`src/rtl/ex_mem_stage.sv`:
```
// EX/MEM pipeline register with valid/ready handshake, flush, store lane alignment and misalignment detection.
// Optional build macro EX_MEM_STALL_CNT_EN adds a saturating stall_cnt output.
module ex_mem_stage #(
  parameter int DATA_W     = 32,
  parameter int REG_ADDR_W = 5,
  parameter int PC_W       = 32
) (
  input  logic                  clk,
  input  logic                  rst,
  input  logic                  flush,
  input  logic                  ex_valid,
  output logic                  ex_ready,
  input  logic                  ex_reg_wr,
  input  logic                  ex_mem_wr,
  input  logic                  ex_mem_rd,
  input  logic [1:0]            ex_mem_size,
  input  logic                  ex_mem_sext,
  input  logic [DATA_W-1:0]     ex_alu_result,
  input  logic [DATA_W-1:0]     ex_store_data,
  input  logic [REG_ADDR_W-1:0] ex_waddr,
  input  logic [PC_W-1:0]       ex_pc,
  output logic                  mem_valid,
  input  logic                  mem_ready,
  output logic                  mem_reg_wr,
  output logic                  mem_mem_wr,
  output logic                  mem_mem_rd,
  output logic                  mem_mem_sext,
  output logic [1:0]            mem_mem_size,
  output logic [DATA_W-1:0]     mem_alu_result,
  output logic [DATA_W-1:0]     mem_wdata,
  output logic [DATA_W/8-1:0]   mem_be,
  output logic [REG_ADDR_W-1:0] mem_waddr,
  output logic [PC_W-1:0]       mem_pc,
  output logic                  mem_misalign
`ifdef EX_MEM_STALL_CNT_EN
  ,
  output logic [31:0]           stall_cnt
`endif
);

  localparam int NB  = DATA_W / 8;
  localparam int OFS = $clog2(NB);

  localparam logic [NB-1:0] BYTE_MASK = NB'(1);
  localparam logic [NB-1:0] HALF_MASK = NB'(3);
  localparam logic [NB-1:0] WORD_MASK = NB'(15);
  localparam logic [NB-1:0] ALL_MASK  = '1;

  logic [OFS-1:0]    lane;
  logic [NB-1:0]     be_aligned;
  logic [DATA_W-1:0] wdata_aligned;
  logic              size_misalign;
  logic              is_mem_op;
  logic              is_load;
  logic              bad_access;
  logic              live;

  assign lane     = ex_alu_result[OFS-1:0];
  assign ex_ready = !mem_valid || mem_ready;

  // Replicate the right-aligned store operand across every lane so the
  // byte enables alone select where it lands in memory.
  always_comb begin
    be_aligned    = '0;
    wdata_aligned = ex_store_data;
    size_misalign = 1'b0;
    case (ex_mem_size)
      2'd0: begin
        be_aligned    = BYTE_MASK << lane;
        wdata_aligned = {NB{ex_store_data[7:0]}};
      end
      2'd1: begin
        be_aligned    = HALF_MASK << lane;
        wdata_aligned = {(NB/2){ex_store_data[15:0]}};
        size_misalign = lane[0];
      end
      2'd2: begin
        be_aligned    = WORD_MASK << lane;
        wdata_aligned = {(NB/4){ex_store_data[31:0]}};
        size_misalign = (lane[1:0] != 2'b00);
      end
      default: begin
        be_aligned    = ALL_MASK;
        wdata_aligned = ex_store_data;
        size_misalign = (DATA_W == 32) ? 1'b1 : (lane != '0);
      end
    endcase
  end

  // A simultaneous read and write request is resolved as a store.
  assign is_mem_op  = ex_valid && (ex_mem_wr || ex_mem_rd);
  assign is_load    = ex_mem_rd && !ex_mem_wr;
  assign bad_access = is_mem_op && size_misalign;
  assign live       = ex_valid && !bad_access;

  always_ff @(posedge clk) begin
    if (rst || flush) begin
      mem_valid      <= 1'b0;
      mem_reg_wr     <= 1'b0;
      mem_mem_wr     <= 1'b0;
      mem_mem_rd     <= 1'b0;
      mem_mem_sext   <= 1'b0;
      mem_mem_size   <= 2'd0;
      mem_alu_result <= '0;
      mem_wdata      <= '0;
      mem_be         <= '0;
      mem_waddr      <= '0;
      mem_pc         <= '0;
      mem_misalign   <= 1'b0;
    end else if (ex_ready) begin
      mem_valid      <= ex_valid;
      mem_reg_wr     <= live && ex_reg_wr;
      mem_mem_wr     <= live && ex_mem_wr;
      mem_mem_rd     <= live && is_load;
      mem_mem_sext   <= ex_mem_sext;
      mem_mem_size   <= ex_mem_size;
      mem_alu_result <= ex_alu_result;
      mem_wdata      <= wdata_aligned;
      mem_be         <= (live && is_mem_op) ? be_aligned : '0;
      mem_waddr      <= ex_waddr;
      mem_pc         <= ex_pc;
      mem_misalign   <= bad_access;
    end
  end

`ifdef EX_MEM_STALL_CNT_EN
  // Flush deliberately leaves the counter running so stall statistics survive squashes.
  always_ff @(posedge clk) begin
    if (rst) begin
      stall_cnt <= '0;
    end else if (mem_valid && !mem_ready && (stall_cnt != 32'hFFFF_FFFF)) begin
      stall_cnt <= stall_cnt + 32'd1;
    end
  end
`endif

endmodule

```
`config.mk`:
```
export PLATFORM = sky130hd
export DESIGN_NAME = ex_mem_stage
export DESIGN_NICKNAME = d
export VERILOG_FILES = /design/src/rtl/ex_mem_stage.sv
export SDC_FILE = /design/constraint.sdc
export NUM_CORES = 1
export LEC_CHECK = 0
export CORE_MARGIN = 2
export CORE_UTILIZATION = 39
export DETAILED_ROUTE_END_ITERATION = 8
export GPL_TIMING_DRIVEN = 1
export PLACE_DENSITY_LB_ADDON = 0.12
export SKIP_LAST_GASP = 1
export SLEW_MARGIN = 20
export SYNTH_ARGS = -nofsm -noshare
export SYNTH_HDL_FRONTEND = slang
export SYNTH_SLANG_ARGS = --single-unit
export TNS_END_PERCENT = 50
```
`constraint.sdc`:
```
create_clock -name clk -period 1.9 [get_ports clk]
set_input_delay 0.38 -clock clk [delete_from_list [all_inputs] [get_ports clk]]
set_output_delay 0.38 -clock clk [all_outputs]
set_load 0.01 [all_outputs]
```
# Yosys cells after proc, flatten, opt, wreduce, memory -nomap -nowiden
# Index checks and enable logic that the tools add are counted.
# totals
mem_count	0
latch_bits	0
mem_bits_ro	0
regBits	113
mem_bits_rw	0
inputBits	112
# classes
n_addsub	0
shift	3
n_bitwise	0
order_cmp	0
n_div	0
reduce_logical	16
eq_ne	2
muxes	4
multipliers	0
# ops
op	n
32-bit one-hot mux with 2 select lines	1
4-bit one-hot mux with 3 select lines	1
1-bit logical AND	8
4-bit 2-to-1 mux	1
1-bit by 2-bit << shifter with 4-bit output, first input constant	1
2-bit by 2-bit << shifter with 4-bit output, first input constant	1
4-bit by 2-bit << shifter with 4-bit output, first input constant	1
1-bit logical NOT	3
1-bit logical OR	3
1-bit one-hot mux with 3 select lines	1
2-bit by 1-bit equality test with 1-bit output, second input constant	1
2-bit equality test, second input constant	1
2-bit logical NOT	1
2-bit nonzero test	1

# Longest topological paths before layout
# depth
ltp_word	7
ltp_mapped	7
ltp_nobuf	6

# Least setup slack after synthesis
# OpenSTA, ideal clock, no wires.
# synth_path
path_kind	input to register
start	input ex_mem_size[0]
end	register mem_mem_rd
n_path_buf	0
setup_time_ns	0.067
arrival_ns	1.432
required_time_ns	1.833
setup_slack_ns	0.401
cell_stages	6
path_cell_list	inv_1 -> ha_1 -> a211oi_2 -> nor2_1 -> or3_1 -> a21oi_2
# synth_between
elab_chain_cells	6
word_cells_on_any_way	8
cone_classes	2 x eq/ne; 1 x mux; 5 x reduce/logical
# synth_rtl
element	line	rtl
from (decl)	16	input logic [1:0] ex_mem_size,
2-bit equality test, or another cell as far along	67	case (ex_mem_size)
1-bit one-hot mux with 3 select lines *	67	
1-bit logical AND *	93	assign bad_access = is_mem_op && size_misalign;
1-bit logical NOT *	94	assign live = ex_valid && !bad_access;
1-bit logical AND *	94	
1-bit logical AND *	114	mem_mem_rd <= live && is_load;
to (signal assigned)	114	
to (decl)	26	output logic mem_mem_rd,
# Mark *: on every way between the ends. The rest lies on a longest branch, timed or not.
# A chain may end at the register's enable or synchronous reset.

# Worst setup path in the final report
# layout_path
start	register mem_mem_rd
end	output mem_mem_rd
# No word-level cell between the ends.

==> flow_summary.toml <==
[global_route]
grt_first_pass_wirelength_um = 21000
grt_max_degree = 46
gr-total-overflow = 0
grt_pass1_vias = 4291
antenna_found_initial = 0
track_usage_pct = 23.0

[worst_hold_path]
hp-start = "ex_alu_result[22]"
hold_end = "mem_alu_result[22]"
min_path_type = "in -> reg"
worstHoldPathCells = 3

[finish]
fin_nets = 873
area_growth_pct = 72.0
post_route_cells_drive_above_1_share_pct = 7.83
final_core_util_pct = 68.0
antenna_cells = 0

[power_and_ir_drop]
leakage_uw = 0.00289
internal_power_uw = 4910
sequentialPowerShare_pct = 40.1
clockPowerShare_pct = 46.4
switchingPower_uw = 1410
p_comb_share_pct = 13.5
swShare_pct = 22.3
power_density_nw_per_um2 = 868
power_uw = 6310
peakVddDrop_mv = 0.443

[worst_setup_path]
cp.arrival_ns = 1.44
worstPathRequired_ns = 1.52
worstSetupEndpointType = "output port"
regToRegStartpoint = "mem_valid"
rrSetupSlack_ns = 0.38
path_class = "reg -> out"
worstPathMaxFanout = 2
crit_family = "buffers and inverters"
slowest_stage = "clkdlybuf4s50_1"
reg2reg_to = "mem_waddr[3]"
crit_chain = "clkdlybuf4s50_1"
critical_path.startpoint_type = "flop"
critPathBufInv = 1
reg2regPathDepth = 5
slowest_delay_ns = 0.58

[die]
die_y_um = 108
core_area_sq_um = 10700
fp-row-count = 38
floorplan.initialDensity_pct = 39.6
die_x_um = 108
io_pins = 226
die-area_sq_um = 11700

[timing]
setup_viol = 0
tightest_slew_ns = 0.440
post-route-min-period_ns = 1.82
maxClockFrequency_ghz = 0.548
min_period_over_period_pct = 96.0
timing.final.max_slew_violations = 0
slew_headroom_pct = 70.7
final_hold_viol_count = 0
skew_ns = 0.0124
rsz0062_at_grt = "no"

[clock_network]
cts_hold_buf = 0
post_cts_buffers = 0
cts.clk_slew.worst_paths_ns = 0.05
cts-root-buf = "clkbuf_8"
cts.htree.levels = 4
clockBufferDepth = 2
cts.sinks = 113
cts_resized = 1
cts_tree = "done"
cts_made_buffers = 17
clock_latency_ns = 0.50

[synth]
synth_area_leaders = "dfxtp_1, nand2_1, a21oi_1"
yosysSeqAreaShare_pct = 53.5
synth_mux_area_share_pct = 0
synth_nets = 642
netlist_instances = 525
synth-xor-area-share_pct = 0
synth-simple-area-share_pct = 20.4
synth_compound_area_share_pct = 20.2
synthDominantCellAreaShare_pct = 53.5
synth_top_family_by_area = "simple AND/OR/NAND/NOR gates"
synth_area_sq_um = 4230
synth-seq-cells = 113
ys_warn_count = 0
ys_types = 30
yosys.area_share.adder_pct = 1.48
synth_area_per_cell_sq_um = 8.06
synth_top_cell_by_area = "dfxtp_1"

[route]
drt_pass1_iterations = 4
vias_per_cell = 4.91
vias = 4446
wl_um = 13600
final_antenna_net_count = 0
dr.first_iter.drc_count = 216
drc = 0
routedWlPerCell_um = 15.0

[flow_run]
maxCapViolCount = 0

[place]
port_buffers = 225
gp_congestion = 0.822
dpl.hpwl_um = 9830

[run_status]
status = "completed"
==> sequential cells by signal, indices dropped and copies added, names as in the netlist <==
register        flops
mem_pc             32
mem_be              4
mem_misalign        1
mem_mem_sext        1
mem_reg_wr          1
mem_mem_size        2
mem_valid           1
mem_alu_result     32
mem_mem_wr          1
mem_wdata          32
mem_mem_rd          1
mem_waddr           5
==> worst max-delay path by stage <==
stage            endpoint  slack, ns  depth (start not counted)           start
6_report       mem_mem_rd       0.08                          1      mem_mem_rd
4_1_cts        mem_mem_rd       0.04                          1      mem_mem_rd
2_1_floorplan  mem_mem_rd       0.40                          6  ex_mem_size[0]
5_1_grt        mem_mem_rd       0.02                          1      mem_mem_rd
3_3_place_gp   mem_mem_rd      -0.21                          7  ex_mem_size[0]
3_5_place_dp   mem_mem_rd      -0.26                          7  ex_mem_size[0]
==> power groups by stage <==
stage / clock network, uW / registers, uW / logic, uW
finish: 2930 / 2530 / 854
global route: 3110 / 2540 / 922
CTS: 2990 / 2530 / 857
detailed placement: 0 / 2580 / 851
global placement: 0 / 2570 / 839
floorplan: 0 / 2620 / 248
==> final cells by class <==
type	count	area [sq um]
clock buffer	22	463
clock inverter	7	85.1
fill	885	3420
inverter	4	16.3
multi-input combinational	370	1790
sequential	113	2260
tap	140	175
timing repair buffer	250	2490
==> metrics by stage <==
step                      setup TNS [ns]  hold WS (ns)  setup slack [ns]  cell area [sq um]  cells
after floorplan                        0         0.476             0.401               4230    525
after detailed placement           -8.08         0.442            -0.261               6730    877
final                                  0         0.423            0.0755               7280    906
after global placement             -6.04         0.438            -0.211               6730    877
after global routing                   0         0.420            0.0181               7280    906
after CTS                              0         0.404            0.0385               7280    906
==> layout by cell type (no fill, tap or decap), drive strengths merged, types with 6 or more instances in the layout <==
master,count
clkinv,6
a21oi,97
buf,25
dfxtp,113
nor2,18
clkbuf,22
o21ai,28
clkdlybuf4s50,224
a311oi,8
nand2b,9
a221oi,8
nand2,178
==> routing by layer <==
layer  GRT usage (%)  wire length [um]
met1            26.7              5550
met2            38.9              6560
met3            8.50              1260
met4            8.61               203
met5               0                 0
==> logic make-up after synthesis <==
group                    count (synthesis)
flip-flops                             113
AO/OA/AOI/OAI                          150
adder cells (fa/ha/maj)                  5
AND/OR/NAND/NOR                        215
buffers and inverters                   42
==> cells in the mapped netlist (all sizes together) <==
cell type / instances
or3: 1
a311oi: 8
nand2: 178
nand3: 3
inv: 4
o2bb2a: 1
ha: 5
a22o: 1
nor2b: 1
nor4: 1
clkbuf: 8
nor3: 3
a211oi: 1
o21ai: 28
a21oi: 97
a221oi: 8
nand2b: 9
buf: 30
dfxtp: 113
nor2: 18
a32o: 4
or2: 1
a31oi: 2
Note: power is estimated with default switching activity, not from simulation.
